==> config.mk <==
export PLATFORM = sky130hd
export DESIGN_NAME = gpio_irq_ctrl_flat
export DESIGN_NICKNAME = d
export VERILOG_FILES = /design/src/rtl/gpio_irq_pkg.sv /design/src/rtl/gpio_irq_ctrl_if.sv /design/src/rtl/gpio_irq_prio_enc.sv /design/src/rtl/gpio_irq_ctrl.sv /design/src/flat_wrapper.sv
export SDC_FILE = /design/constraint.sdc
export NUM_CORES = 1
export LEC_CHECK = 0
export CAP_MARGIN = 20
export CORE_AREA = 2 2 92 94
export DETAILED_ROUTE_END_ITERATION = 6
export DIE_AREA = 0 0 94 96
export PLACE_DENSITY = 0.82
export SETUP_SLACK_MARGIN = 0.5
export SLEW_MARGIN = 20
export SYNTH_ARGS = -nofsm -noshare
export SYNTH_HDL_FRONTEND = slang
export SYNTH_SLANG_ARGS = --single-unit
==> constraint.sdc <==
create_clock -name PCLK -period 5.65 [get_ports PCLK]
set_clock_uncertainty 0.1 [all_clocks]
set_input_delay 1.13 -clock PCLK [delete_from_list [all_inputs] [get_ports PCLK]]
set_output_delay 1.13 -clock PCLK [all_outputs]
set_load 0.02 [all_outputs]
==> src/rtl/gpio_irq_pkg.sv <==
// Shared definitions for the GPIO edge interrupt controller: register map,
// FSM encoding and CLAIM read formats.
package gpio_irq_pkg;

   localparam int ID_W = 4;

   localparam logic [7:0] OFF_PEDGE_EN = 8'h00;
   localparam logic [7:0] OFF_NEDGE_EN = 8'h04;
   localparam logic [7:0] OFF_PENDING  = 8'h08;
   localparam logic [7:0] OFF_CLAIM    = 8'h0C;
   localparam logic [7:0] OFF_COMPLETE = 8'h10;
   localparam logic [7:0] OFF_STATUS   = 8'h14;

   localparam logic [31:0] NO_IRQ = 32'hFFFF_FFFF;

   typedef enum logic [1:0] {
      ST_IDLE    = 2'd0,
      ST_REQ     = 2'd1,
      ST_SERVICE = 2'd2
   } irq_state_e;

   // Successful CLAIM: valid flag in bit 31, winning pin ID in the low nibble.
   function automatic logic [31:0] claim_word(input logic [ID_W-1:0] id);
      return {1'b1, 27'b0, id};
   endfunction

endpackage

==> src/rtl/gpio_irq_ctrl_if.sv <==
// APB3/4 bus bundle used by the GPIO interrupt controller.
interface gpio_irq_ctrl_if #(
   parameter int ADDR_W = 32,
   parameter int DATA_W = 32
);

   logic [ADDR_W-1:0] PADDR;
   logic              PWRITE;
   logic [DATA_W-1:0] PWDATA;
   logic [3:0]        PSTRB;
   logic              PSEL;
   logic              PENABLE;
   logic [DATA_W-1:0] PRDATA;
   logic              PREADY;
   logic              PSLVERR;

   modport master (
      output PADDR, PWRITE, PWDATA, PSTRB, PSEL, PENABLE,
      input  PRDATA, PREADY, PSLVERR
   );

   modport slave (
      input  PADDR, PWRITE, PWDATA, PSTRB, PSEL, PENABLE,
      output PRDATA, PREADY, PSLVERR
   );

endinterface

==> src/rtl/gpio_irq_prio_enc.sv <==
// Lowest-index-wins priority encoder over the eligible pending pins.
module gpio_irq_prio_enc
   import gpio_irq_pkg::*;
#(
   parameter int N_PINS = 16
) (
   input  logic [N_PINS-1:0] req,
   output logic              valid,
   output logic [ID_W-1:0]   id
);

   always_comb begin
      valid = |req;
      id    = '0;
      // Scan downward so the lowest set index is the last one written.
      for (int unsigned i = N_PINS; i > 0; i--) begin
         if (req[i-1]) id = ID_W'(i - 1);
      end
   end

endmodule

==> src/rtl/gpio_irq_ctrl.sv <==
// APB-programmable interrupt controller for GPIO edge pulses: pending latch,
// lowest-index arbitration and a claim/complete serviced level IRQ.
module gpio_irq_ctrl
   import gpio_irq_pkg::*;
#(
   parameter int N_PINS = 16,
   parameter int ADDR_W = 32,
   parameter int DATA_W = 32
) (
   input  logic               PCLK,
   input  logic               PRESETn,
   gpio_irq_ctrl_if.slave     apb,
   input  logic [N_PINS-1:0]  gpio_pedge,
   input  logic [N_PINS-1:0]  gpio_nedge,
   output logic               irq_o
);

   irq_state_e        state;
   logic [ID_W-1:0]   svc_id;
   logic [N_PINS-1:0] pen, nen, pend;
   logic [N_PINS-1:0] pen_next, nen_next, pend_next, clr, w1c;
   logic [N_PINS-1:0] elig, elig_next;
   logic              win_valid;
   logic [ID_W-1:0]   win_id;

   logic [ADDR_W-1:0] paddr;
   logic [7:0]        off;
   logic              access;
   logic [DATA_W-1:0] rdata;
   logic              err, claim_take, cpl_ok, pen_we, nen_we;

   assign paddr  = apb.PADDR;
   assign off    = paddr[7:0];
   assign access = apb.PSEL & apb.PENABLE;

   assign elig = pend & (pen | nen);

   gpio_irq_prio_enc #(.N_PINS(N_PINS)) u_prio (
      .req   (elig),
      .valid (win_valid),
      .id    (win_id)
   );

   always_comb begin
      rdata      = '0;
      err        = 1'b0;
      claim_take = 1'b0;
      cpl_ok     = 1'b0;
      w1c        = '0;
      pen_we     = 1'b0;
      nen_we     = 1'b0;
      if (access) begin
         case (off)
            OFF_PEDGE_EN: if (apb.PWRITE) pen_we = 1'b1; else rdata = DATA_W'(pen);
            OFF_NEDGE_EN: if (apb.PWRITE) nen_we = 1'b1; else rdata = DATA_W'(nen);
            OFF_PENDING:  if (apb.PWRITE) w1c = apb.PWDATA[N_PINS-1:0]; else rdata = DATA_W'(pend);
            OFF_CLAIM: begin
               if (apb.PWRITE) err = 1'b1;
               else if (state == ST_REQ && win_valid) begin
                  rdata      = DATA_W'(claim_word(win_id));
                  claim_take = 1'b1;
               end else rdata = DATA_W'(NO_IRQ);
            end
            OFF_COMPLETE: begin
               if (apb.PWRITE && state == ST_SERVICE && apb.PWDATA[ID_W-1:0] == svc_id)
                  cpl_ok = 1'b1;
               else
                  err = 1'b1;
            end
            OFF_STATUS: if (apb.PWRITE) err = 1'b1; else rdata = DATA_W'({2'(state), irq_o});
            default:    err = 1'b1;
         endcase
      end
   end

   assign apb.PRDATA  = rdata;
   assign apb.PSLVERR = err;
   assign apb.PREADY  = 1'b1;

   always_comb begin
      pen_next = pen;
      nen_next = nen;
      for (int unsigned i = 0; i < N_PINS; i++) begin
         if (pen_we && apb.PSTRB[i/8]) pen_next[i] = apb.PWDATA[i];
         if (nen_we && apb.PSTRB[i/8]) nen_next[i] = apb.PWDATA[i];
      end
      clr = w1c;
      if (claim_take) clr[win_id] = 1'b1;
      // New edges are ORed in after the clear so a same-cycle set survives.
      pend_next = (pend & ~clr) | (gpio_pedge & pen) | (gpio_nedge & nen);
   end

   assign elig_next = pend_next & (pen_next | nen_next);

   always_ff @(posedge PCLK or negedge PRESETn) begin
      if (!PRESETn) begin
         pen  <= '0;
         nen  <= '0;
         pend <= '0;
      end else begin
         pen  <= pen_next;
         nen  <= nen_next;
         pend <= pend_next;
      end
   end

   always_ff @(posedge PCLK or negedge PRESETn) begin
      if (!PRESETn) begin
         state  <= ST_IDLE;
         svc_id <= '0;
         irq_o  <= 1'b0;
      end else begin
         irq_o <= (state == ST_REQ);
         case (state)
            ST_IDLE: if (|elig) state <= ST_REQ;
            ST_REQ: begin
               if (claim_take) begin
                  svc_id <= win_id;
                  state  <= ST_SERVICE;
               end else if (!(|elig)) state <= ST_IDLE;
            end
            ST_SERVICE: if (cpl_ok) state <= (|elig_next) ? ST_REQ : ST_IDLE;
            default: state <= ST_IDLE;
         endcase
      end
   end

endmodule
==> src/flat_wrapper.sv <==
// flat-port wrapper written by rule: the top's interface ports become plain ports
module gpio_irq_ctrl_flat import gpio_irq_pkg::*;
#(
   parameter int N_PINS = 16,
   parameter int ADDR_W = 32,
   parameter int DATA_W = 32
)
  (PCLK, PRESETn, gpio_pedge, gpio_nedge, irq_o, apb_PADDR, apb_PWRITE, apb_PWDATA, apb_PSTRB, apb_PSEL, apb_PENABLE, apb_PRDATA, apb_PREADY, apb_PSLVERR);
  gpio_irq_ctrl_if #(.ADDR_W(ADDR_W), .DATA_W(DATA_W)) apb_i ();
  input  logic PCLK;
  input  logic PRESETn;
  input  logic [N_PINS-1:0] gpio_pedge;
  input  logic [N_PINS-1:0] gpio_nedge;
  output logic irq_o;
  input wire logic [$bits(apb_i.PADDR)-1:0] apb_PADDR;
  input wire logic [$bits(apb_i.PWRITE)-1:0] apb_PWRITE;
  input wire logic [$bits(apb_i.PWDATA)-1:0] apb_PWDATA;
  input wire logic [$bits(apb_i.PSTRB)-1:0] apb_PSTRB;
  input wire logic [$bits(apb_i.PSEL)-1:0] apb_PSEL;
  input wire logic [$bits(apb_i.PENABLE)-1:0] apb_PENABLE;
  output wire logic [$bits(apb_i.PRDATA)-1:0] apb_PRDATA;
  output wire logic [$bits(apb_i.PREADY)-1:0] apb_PREADY;
  output wire logic [$bits(apb_i.PSLVERR)-1:0] apb_PSLVERR;
  assign apb_i.PADDR = apb_PADDR;
  assign apb_i.PWRITE = apb_PWRITE;
  assign apb_i.PWDATA = apb_PWDATA;
  assign apb_i.PSTRB = apb_PSTRB;
  assign apb_i.PSEL = apb_PSEL;
  assign apb_i.PENABLE = apb_PENABLE;
  assign apb_PRDATA = apb_i.PRDATA;
  assign apb_PREADY = apb_i.PREADY;
  assign apb_PSLVERR = apb_i.PSLVERR;
  gpio_irq_ctrl #(.N_PINS(N_PINS), .ADDR_W(ADDR_W), .DATA_W(DATA_W)) u_core (.PCLK(PCLK), .PRESETn(PRESETn), .apb(apb_i), .gpio_pedge(gpio_pedge), .gpio_nedge(gpio_nedge), .irq_o(irq_o));
endmodule
==> results of run 1 <==
cell usage after synthesis (5+ instances only):
cell type  number  area [µm²]
nand2_1        81       304.0
o21ai_0        64       320.3
dfrtp_1        55        1376
inv_1          21       78.83
nor2_1         21       78.83
a22oi_1        17       127.6
buf_4          15       112.6
a222oi_1       13       130.1
a21oi_1        12       60.06
nand3_1        11       55.05
o21a_1         11       82.58
clkbuf_1        9       33.78
nand4_1         9       56.30
nor3_1          9       45.04
a31oi_1         7       43.79
mux2i_1         6       60.06
o31ai_1         6       45.04
a21boi_0        5       37.54
a22o_1          5       43.79
nor3b_1         5       37.54
nor4_1          5       31.28
o211ai_1        5       37.54
cell type report:
class,instances,area (µm²),share of cell area (%)
clock buffers,7,86.33,1.762
inverters,21,82.58,1.686
clock inverters,1,8.758,0.1788
multi-input cells,360,2170,44.29
repair buffers,107,1044,21.30
well taps,105,131.4,2.682
flip-flops and latches,55,1376,28.10
critical path: cells and delay by family:
family	cells	cell delay [ns]
buffers and inverters	3	1.29
AND/OR/NAND/NOR	3	0.93
AO/OA/AOI/OAI	3	0.43
flip-flops by register name, indices dropped and copies added (netlist names):
signal and count:
u_core.svc_id 4, u_core.pend 16, u_core.irq_o 1, u_core.nen 16, u_core.state 2, u_core.pen 16
where the power goes:
part	switching (W)	internal, W
sequential	0.0000213	0.000416
clock	0.000133	0.000101
combinational	0.0000645	0.0000694
cells by family after synthesis:
kind of cell,Yosys count,synth area share (%)
mux,9,2.472
xor+xnor,4,0.9228
buf+inv,51,6.856
compound gates,170,30.13
flops,55,36.26
simple gates,176,23.27
other cells,1,0.09878
routing by layer:
metal  up-vias  GRT usage [%]  part of all wire [%]
met5         -              0                     0
met4         0          7.609                   1.6
met3        21          4.307                   9.4
met2       248          47.80                    48
met1      1923          36.88                    41
li1       1917              -                     -
worst max path at each step:
stage	depth (start not counted)	endpoint	slack [ns]	from
2_1_floorplan	7	apb_PRDATA[17]	0.99	apb_PADDR[5]
5_1_grt	7	apb_PRDATA[18]	0.53	apb_PADDR[3]
3_5_place_dp	7	apb_PRDATA[18]	0.53	apb_PADDR[3]
3_3_place_gp	9	apb_PRDATA[1]	0.55	apb_PADDR[5]
6_report	9	apb_PRDATA[2]	0.64	apb_PADDR[5]
4_1_cts	7	apb_PRDATA[18]	0.51	apb_PADDR[3]
through the flow:
stage / area, µm² / hold slack, ns / util [%] / total power [W]
detailed placement: 4785 / 0.4068 / 59.43 / 0.0005758
CTS: 4880 / 0.4304 / 60.61 / 0.0008041
global placement: 4785 / 0.3875 / 59.43 / 0.0005708
global route: 4898 / 0.4694 / 60.84 / 0.0008369
finish: 4898 / 0.4367 / 60.84 / 0.0008050
floorplan: 3796 / 0.3689 / - / 0.0004970
==> results.cfg, run 1 <==
[final_layout]
instances_no_fill = 656
final_common_cell = clkdlybuf4s50_1
antennaDiodeCount = 0
fillers = 729
final_cell_mix = 93 x clkdlybuf4s50_1, 80 x nand2_1, 64 x o21ai_0
synthToLayoutAreaGrowth_pct = 29.04
layout.nets = 655
drive_gt1_share_pct = 6.897

[worst_setup_path]
critPathKind = in2out
critical-path-max-stage-delay_ns = 0.60
worst_ep_required_time_ns = 4.42
rr_worst_depth = 10
crit_top_cell = clkdlybuf4s50_1
worst-path-max-fanout = 16
crit_path_end_kind = output pin
rrSetupSlack_ns = 1.99
r2r-end = u_core.state[0]
cp.arrival_ns = 3.78
worstReg2RegStart = u_core.state[1]
worst_setup_path_start_kind = input pin
cp_slowest_cell = clkdlybuf4s50_1
crit_path_cell_trace = clkdlybuf4s50_1 -> or3_4 -> or3_1 -> nor2_1 -> buf_4 -> a22oi_1 -> a21oi_1 -> a21o_1 -> clkdlybuf4s50_1

[cts]
cts_max_level = 2
ctsResizeCount = 0
cts_buffer_depth = 2
numClockSinks = 55
cts_setup_buffers = 0
cts_buffers = 5
cts_tree = built
root_buffer = clkbuf_8
clk_pin_slew_ns = 0.10
cts_hold_buf = 0
clk_latency_ns = 0.31

[sta]
maxSlewViolCount = 0
tightest_slew_ns = 0.9692
setup_viol = 0
totalNegativeSetupSlack_ns = 0
min_period_over_period_pct = 88.64
max_freq_mhz = 199.7
hold_viol = 0
relSlewSlack_pct = 35.22
finalWorstSetupSlack_ns = 0.6416
period_needed_ns = 5.008
rsz0062_at_grt = false

[global_routing]
first_global_vias = 3960
track_usage_pct = 27.88
grt-ovfl-total = 0
grt_first_pass_wirelength_um = 19690
grt_max_degree = 56
antenna_found_initial = 0

[place]
port_buffers = 96
post-place-ws_ns = 0.5278
dp_hpwl_um = 9483
placed_cells = 648
gp_congestion = 0.9763

[synthesis]
synthFlopType = dfrtp_1
synthesis.nets = 571
yosysWarnings = 0
ys_seq_area_share_pct = 36.26
synth_cell_types = 62
syn_area_per_cell_um2 = 8.146
synth_area_um2 = 3796
synth-edff-count = 0
syn_inst = 466
ys_seq_elements = 55
async_flop_share_pct = 100.0

[detailed_routing]
vias = 4109
wl_um = 12420
firstDrtPassIters = 6
drc = 0
routedWlPerCell_um = 18.94
drtIter0Drc = 503
viasPerCell = 6.264
ant_nets = 0

[hold_path]
worstHoldStart = u_core.svc_id[0]
holdPathStages = 1
min_path_type = reg2reg
holdPathEnd = u_core.svc_id[0]

[die]
initial_utilization_pct = 47.15
fp.dieW_um = 94
dieArea_um2 = 9024
die_y_um = 96
rows = 33
io-pin-count = 140
core_um2 = 8051

[pwr]
p_per_area_nw_per_um2 = 164.3
ir_worst_vdd_mv = 0.1113
leakagePower_nw = 2.110

[run]
maxCapViolCount = 0

[run_status]
outcome = complete, no violations
No activity file was read; power rests on OpenSTA's default activity.
==> inputs of run 2 (changes only) <==
--- a/config.mk
+++ b/config.mk
@@ -6,10 +6,10 @@
 export NUM_CORES = 1
 export LEC_CHECK = 0
 export CAP_MARGIN = 20
-export CORE_AREA = 2 2 92 94
+export CORE_AREA = 2 2 95 97
 export DETAILED_ROUTE_END_ITERATION = 6
-export DIE_AREA = 0 0 94 96
-export PLACE_DENSITY = 0.82
+export DIE_AREA = 0 0 97 99
+export PLACE_DENSITY = 0.77
 export SETUP_SLACK_MARGIN = 0.5
 export SLEW_MARGIN = 20
 export SYNTH_ARGS = -nofsm -noshare
==> constraint.sdc (replaced) <==
create_clock -name PCLK -period 5.3 [get_ports PCLK]
set_clock_uncertainty 0.1 [all_clocks]
set_input_delay 1.06 -clock PCLK [delete_from_list [all_inputs] [get_ports PCLK]]
set_output_delay 1.06 -clock PCLK [all_outputs]
set_load 0.02 [all_outputs]
==> run 2 against run 1 <==
Against the previous run:
- critical path type unchanged
- sequential power grew 6.6%
- worst setup slack worse by 0.017 ns
- non-clock buffer count up 5
- core utilization shrank 2.8 points
- flip-flop and latch count stayed put
- clock-buffer cell count is 1 lower
- register-to-register slack better by 0.22 ns
- first-iteration DRC count grew 6.8%
- die area increased by 6.4%
- worst hold slack about the same
- critical path depth is 1 lower
==> results.cfg, run 2 (synthesis gave the netlist of run 1 again) <==
[global_routing]
track_usage_pct = 25.79
grt_first_pass_wirelength_um = 20290
grt_max_degree = 56
grt-ovfl-total = 0
antenna_found_initial = 0
first_global_vias = 4135

[worst_setup_path]
worst_setup_path_start_kind = input pin
worst-path-max-fanout = 4
worst_ep_required_time_ns = 4.14
crit_path_cell_trace = clkdlybuf4s50_1 -> or3_1 -> or3_1 -> nor2_1 -> buf_4 -> a222oi_1 -> o21ai_0 -> clkdlybuf4s50_1
critical-path-max-stage-delay_ns = 0.64
rr_worst_depth = 11
critPathKind = in2out
crit_path_end_kind = output pin
cp.arrival_ns = 3.52
cp_slowest_cell = clkdlybuf4s50_1

[cts]
root_buffer = clkbuf_8
clk_latency_ns = 0.32
clk_pin_slew_ns = 0.12
cts_buffers = 5
cts_max_level = 2
numClockSinks = 55
cts_tree = built
cts_buffer_depth = 2

[detailed_routing]
drc = 0
firstDrtPassIters = 5
ant_nets = 0
routedWlPerCell_um = 19.18
vias = 4178
wl_um = 12730
viasPerCell = 6.292
drtIter0Drc = 537

[run_status]
outcome = complete, no violations

[die]
rows = 34
dieArea_um2 = 9603
fp.dieW_um = 97
initial_utilization_pct = 44.40
die_y_um = 99
io-pin-count = 140
core_um2 = 8551

[sta]
totalNegativeSetupSlack_ns = 0
setup_viol = 0
min_period_over_period_pct = 88.21
relSlewSlack_pct = 52.11
hold_viol = 0
tightest_slew_ns = 0.7184
finalWorstSetupSlack_ns = 0.6248
max_freq_mhz = 213.9
period_needed_ns = 4.675
maxSlewViolCount = 0
rsz0062_at_grt = true

[final_layout]
antennaDiodeCount = 0
top_regs = u_core.nen: 16 flops, u_core.pen: 16 flops, u_core.pend: 16 flops
drive_gt1_share_pct = 7.734
final_cell_mix = 81 x clkdlybuf4s50_1, 80 x nand2_1, 64 x o21ai_0
layout.nets = 660
fillers = 794
final_common_cell = clkdlybuf4s50_1
synthToLayoutAreaGrowth_pct = 30.75

[hold_path]
holdPathStages = 2
min_path_type = reg2reg

[pwr]
p_total_w = 0.0008660
ir_worst_vdd_mv = 0.1392
leakagePower_nw = 2.335
p_per_area_nw_per_um2 = 174.5

[place]
post-place-ws_ns = 0.3283
dp_hpwl_um = 9603
port_buffers = 96
gp_congestion = 0.9508

[run]
maxCapViolCount = 0
[run 2: cell types whose count changed in the layout (fill, tap and decap cells not counted), sizes merged]
cell	previous run	this run
clkdlybuf4s50	93	81
dlymetal6s2s	2	12
buf	12	17
dlygate4sd2	0	2
inv	20	21
clkbuf	7	6
[run 2: power by group]
part / switching [W] / internal, W
clock: 0.000149 / 0.000107
combinational: 0.0000688 / 0.0000743
sequential: 0.0000226 / 0.000444
[run 2: cell type report]
type	instances	area, µm²	area share (%)
Multi-Input combinational cell	360	2165	43.61
Sequential cell	55	1376	27.73
Timing Repair Buffer	112	1107	22.31
Tap cell	108	135.1	2.722
Inverter	21	81.33	1.639
Clock inverter	2	16.27	0.3277
Clock buffer	6	82.58	1.664
[run 2: worst paths after layout]
kind | from | end | slack (ns)
worst max-delay path | apb_PADDR[5] | apb_PRDATA[14] | 0.62
worst min-delay path | u_core.svc_id[1] | u_core.svc_id[1] | 0.44
worst max register to register | u_core.state[1] | u_core.state[0] | 2.21
worst min register to register | u_core.svc_id[1] | u_core.svc_id[1] | 0.44
max in group asynchronous | PRESETn | u_core.pend[12] | 3.84
min in group asynchronous | PRESETn | u_core.pend[1] | 0.77
[run 2: per-stage QoR]
stage	cell area, µm²	cells	hold slack (ns)	util [%]
3_3_place_gp	4811	654	0.3837	56.26
3_5_place_dp	4811	654	0.3965	56.26
6_report	4964	664	0.4362	58.05
5_1_grt	4964	664	0.4833	58.05
4_1_cts	4912	662	0.4284	57.45
2_1_floorplan	3796	466	0.3689	-
[run 2: timing repair]
| action | CTS | global route |
|---|---|---|
| setup endpoints to repair | 26 | 27 |
| resized for setup | 5 | 14 |
| hold buffers | 0 | 0 |
| setup buffers | 0 | 2 |
| cloned | 0 | 0 |
| pin swaps | 0 | 1 |
[run 2: worst max-delay path: cells and delay by family]
family          cells  cell delay, ns
buf+inv             3            1.24
simple gates        3            0.95
compound gates      2            0.26
[run 2: metal layers]
layer	global-route usage, %	up-vias	share of wire, %
met3	4.823	23	9.0
li1	-	1925	-
met1	33.96	1984	42
met4	6.717	0	1.1
met2	43.91	246	47
met5	0	-	0
==> inputs of run 3 (changes only) <==
--- a/config.mk
+++ b/config.mk
@@ -10,8 +10,9 @@
 export DETAILED_ROUTE_END_ITERATION = 6
 export DIE_AREA = 0 0 97 99
 export PLACE_DENSITY = 0.77
+export REMOVE_ABC_BUFFERS = 1
 export SETUP_SLACK_MARGIN = 0.5
-export SLEW_MARGIN = 20
+export SLEW_MARGIN = 25
 export SYNTH_ARGS = -nofsm -noshare
 export SYNTH_HDL_FRONTEND = slang
 export SYNTH_SLANG_ARGS = --single-unit
==> run 3 against run 2 <==
Against the previous run:
- worst hold slack worse by 0.016 ns
- via count is 0.79% lower
- cell area stayed put
- die area stayed put
- critical path depth stayed put
- core utilization stayed put
==> results.cfg, run 3 (synthesis gave the netlist of run 1 again) <==
[run_status]
outcome = complete, no violations

[pwr]
ir_worst_vdd_mv = 0.1179
internal_power_w = 0.0006567
swShare_pct = 26.21
combinationalPowerShare_pct = 16.1
leakagePower_nw = 2.244
p_total_w = 0.0008900
p_clk_share_pct = 31.6
power_switching_w = 0.0002333
p_per_area_nw_per_um2 = 179.3
pwr-share-seq_pct = 52.3

[worst_setup_path]
crit_cells = 8
worst-path-max-fanout = 16
cp_slowest_cell = clkdlybuf4s50_1
critPathKind = in2out
worst_setup_path_start_kind = input pin
cp.arrival_ns = 3.55
crit_path_end_kind = output pin
crit_path_cell_trace = clkdlybuf4s50_1 -> or3_1 -> or3_1 -> nor2_1 -> buf_12 -> a222oi_1 -> o21ai_0 -> clkdlybuf4s50_1
critical-path-max-stage-delay_ns = 0.62
cp_top_family = buffers and inverters
path_buf_inv = 3
worst_ep_required_time_ns = 4.14
rr_worst_depth = 11

[die]
initial_utilization_pct = 44.40
dieArea_um2 = 9603
die_y_um = 99
core_um2 = 8551
fp.dieW_um = 97
rows = 34
io-pin-count = 140

[detailed_routing]
drtIter0Drc = 450
firstDrtPassIters = 6
drc = 0
viasPerCell = 6.271
ant_nets = 0
wl_um = 12600
vias = 4145
routedWlPerCell_um = 19.06

[sta]
holdWs_ns = 0.4202
max_freq_mhz = 212.4
period_needed_ns = 4.707
maxSlewViolCount = 0
min_period_over_period_pct = 88.82
relSlewSlack_pct = 52.47
finalWorstSetupSlack_ns = 0.5925
tightest_slew_ns = 0.7129
rsz0062_at_grt = false
totalNegativeSetupSlack_ns = 0
setup_viol = 0
hold_viol = 0

[final_layout]
final_common_cell = clkdlybuf4s50_1
drive_gt1_share_pct = 7.233
antennaDiodeCount = 0
layout.nets = 658
synthToLayoutAreaGrowth_pct = 30.75
top_regs = u_core.nen: 16 flops, u_core.pen: 16 flops, u_core.pend: 16 flops
final_cell_mix = 86 x clkdlybuf4s50_1, 80 x nand2_1, 63 x o21ai_0

[hold_path]
min_path_type = reg2reg
holdPathStages = 2

[cts]
cts_setup_buffers = 0
root_buffer = clkbuf_8
cts_max_level = 2
cts_buffer_depth = 2
numClockSinks = 55
cts_tree = built
clk_latency_ns = 0.31
cts_buffers = 5
clk_pin_slew_ns = 0.11

[global_routing]
first_global_vias = 3979
grt-ovfl-total = 0
grt_max_degree = 56
grt_first_pass_wirelength_um = 20070
antenna_found_initial = 0
track_usage_pct = 25.63

[place]
port_buffers = 96
gp_congestion = 0.9969
dp_hpwl_um = 9477
post-place-ws_ns = 0.4818

[run]
maxCapViolCount = 0
==> run 3: area by class of cell <==
type                            count  area (µm²)
Inverter                           21       82.58
Tap cell                          108       135.1
Multi-Input combinational cell    360        2167
Fill cell                         782        3587
Clock buffer                        5       68.82
Timing Repair Buffer              110        1096
Clock inverter                      2       37.54
Sequential cell                    55        1376
==> run 3: worst paths after layout <==
check                            startpoint                to  slack (ns)
max in group asynchronous           PRESETn    u_core.nen[12]        3.85
max reg2reg                 u_core.state[1]   u_core.state[0]        1.95
min                        u_core.svc_id[1]  u_core.svc_id[1]        0.42
min reg2reg                u_core.svc_id[1]  u_core.svc_id[1]        0.42
min in group asynchronous           PRESETn     u_core.nen[1]        0.78
max                            apb_PADDR[5]     apb_PRDATA[9]        0.59
==> run 3: worst min-delay path: stages, from the launching register on <==
cell	delay, ns
dfrtp_1	0.38
nand2_1	0.05
o21ai_0	0.06
==> run 3: power groups by stage <==
stage,registers (W),logic [W],clock network (W)
after CTS,0.000464,0.000142,0.000285
after floorplan,0.000467,0.0000605,0
after detailed placement,0.000473,0.000141,0
after global placement,0.000471,0.000137,0
final,0.000466,0.000143,0.000281
after global routing,0.000468,0.000156,0.000298
==> run 3: per-stage QoR <==
stage          std cells  util [%]  area, µm²
3_5_place_dp         654     56.41       4823
5_1_grt              661     58.05       4964
3_3_place_gp         654     56.41       4823
4_1_cts              661     57.64       4928
2_1_floorplan        436         -       3615
6_report             661     58.05       4964
==> run 3: repair_timing <==
action,in CTS,in global routing
hold buffers,0,0
pin swaps,0,0
resized for setup,1,13
setup endpoints to repair,1,29
==> run 3: per-layer routing <==
layer / GRT usage [%] / routed length, µm
met1: 34.32 / 5251
met3: 3.404 / 1058
met2: 43.38 / 6034
met5: 0 / 0
met4: 8.017 / 257
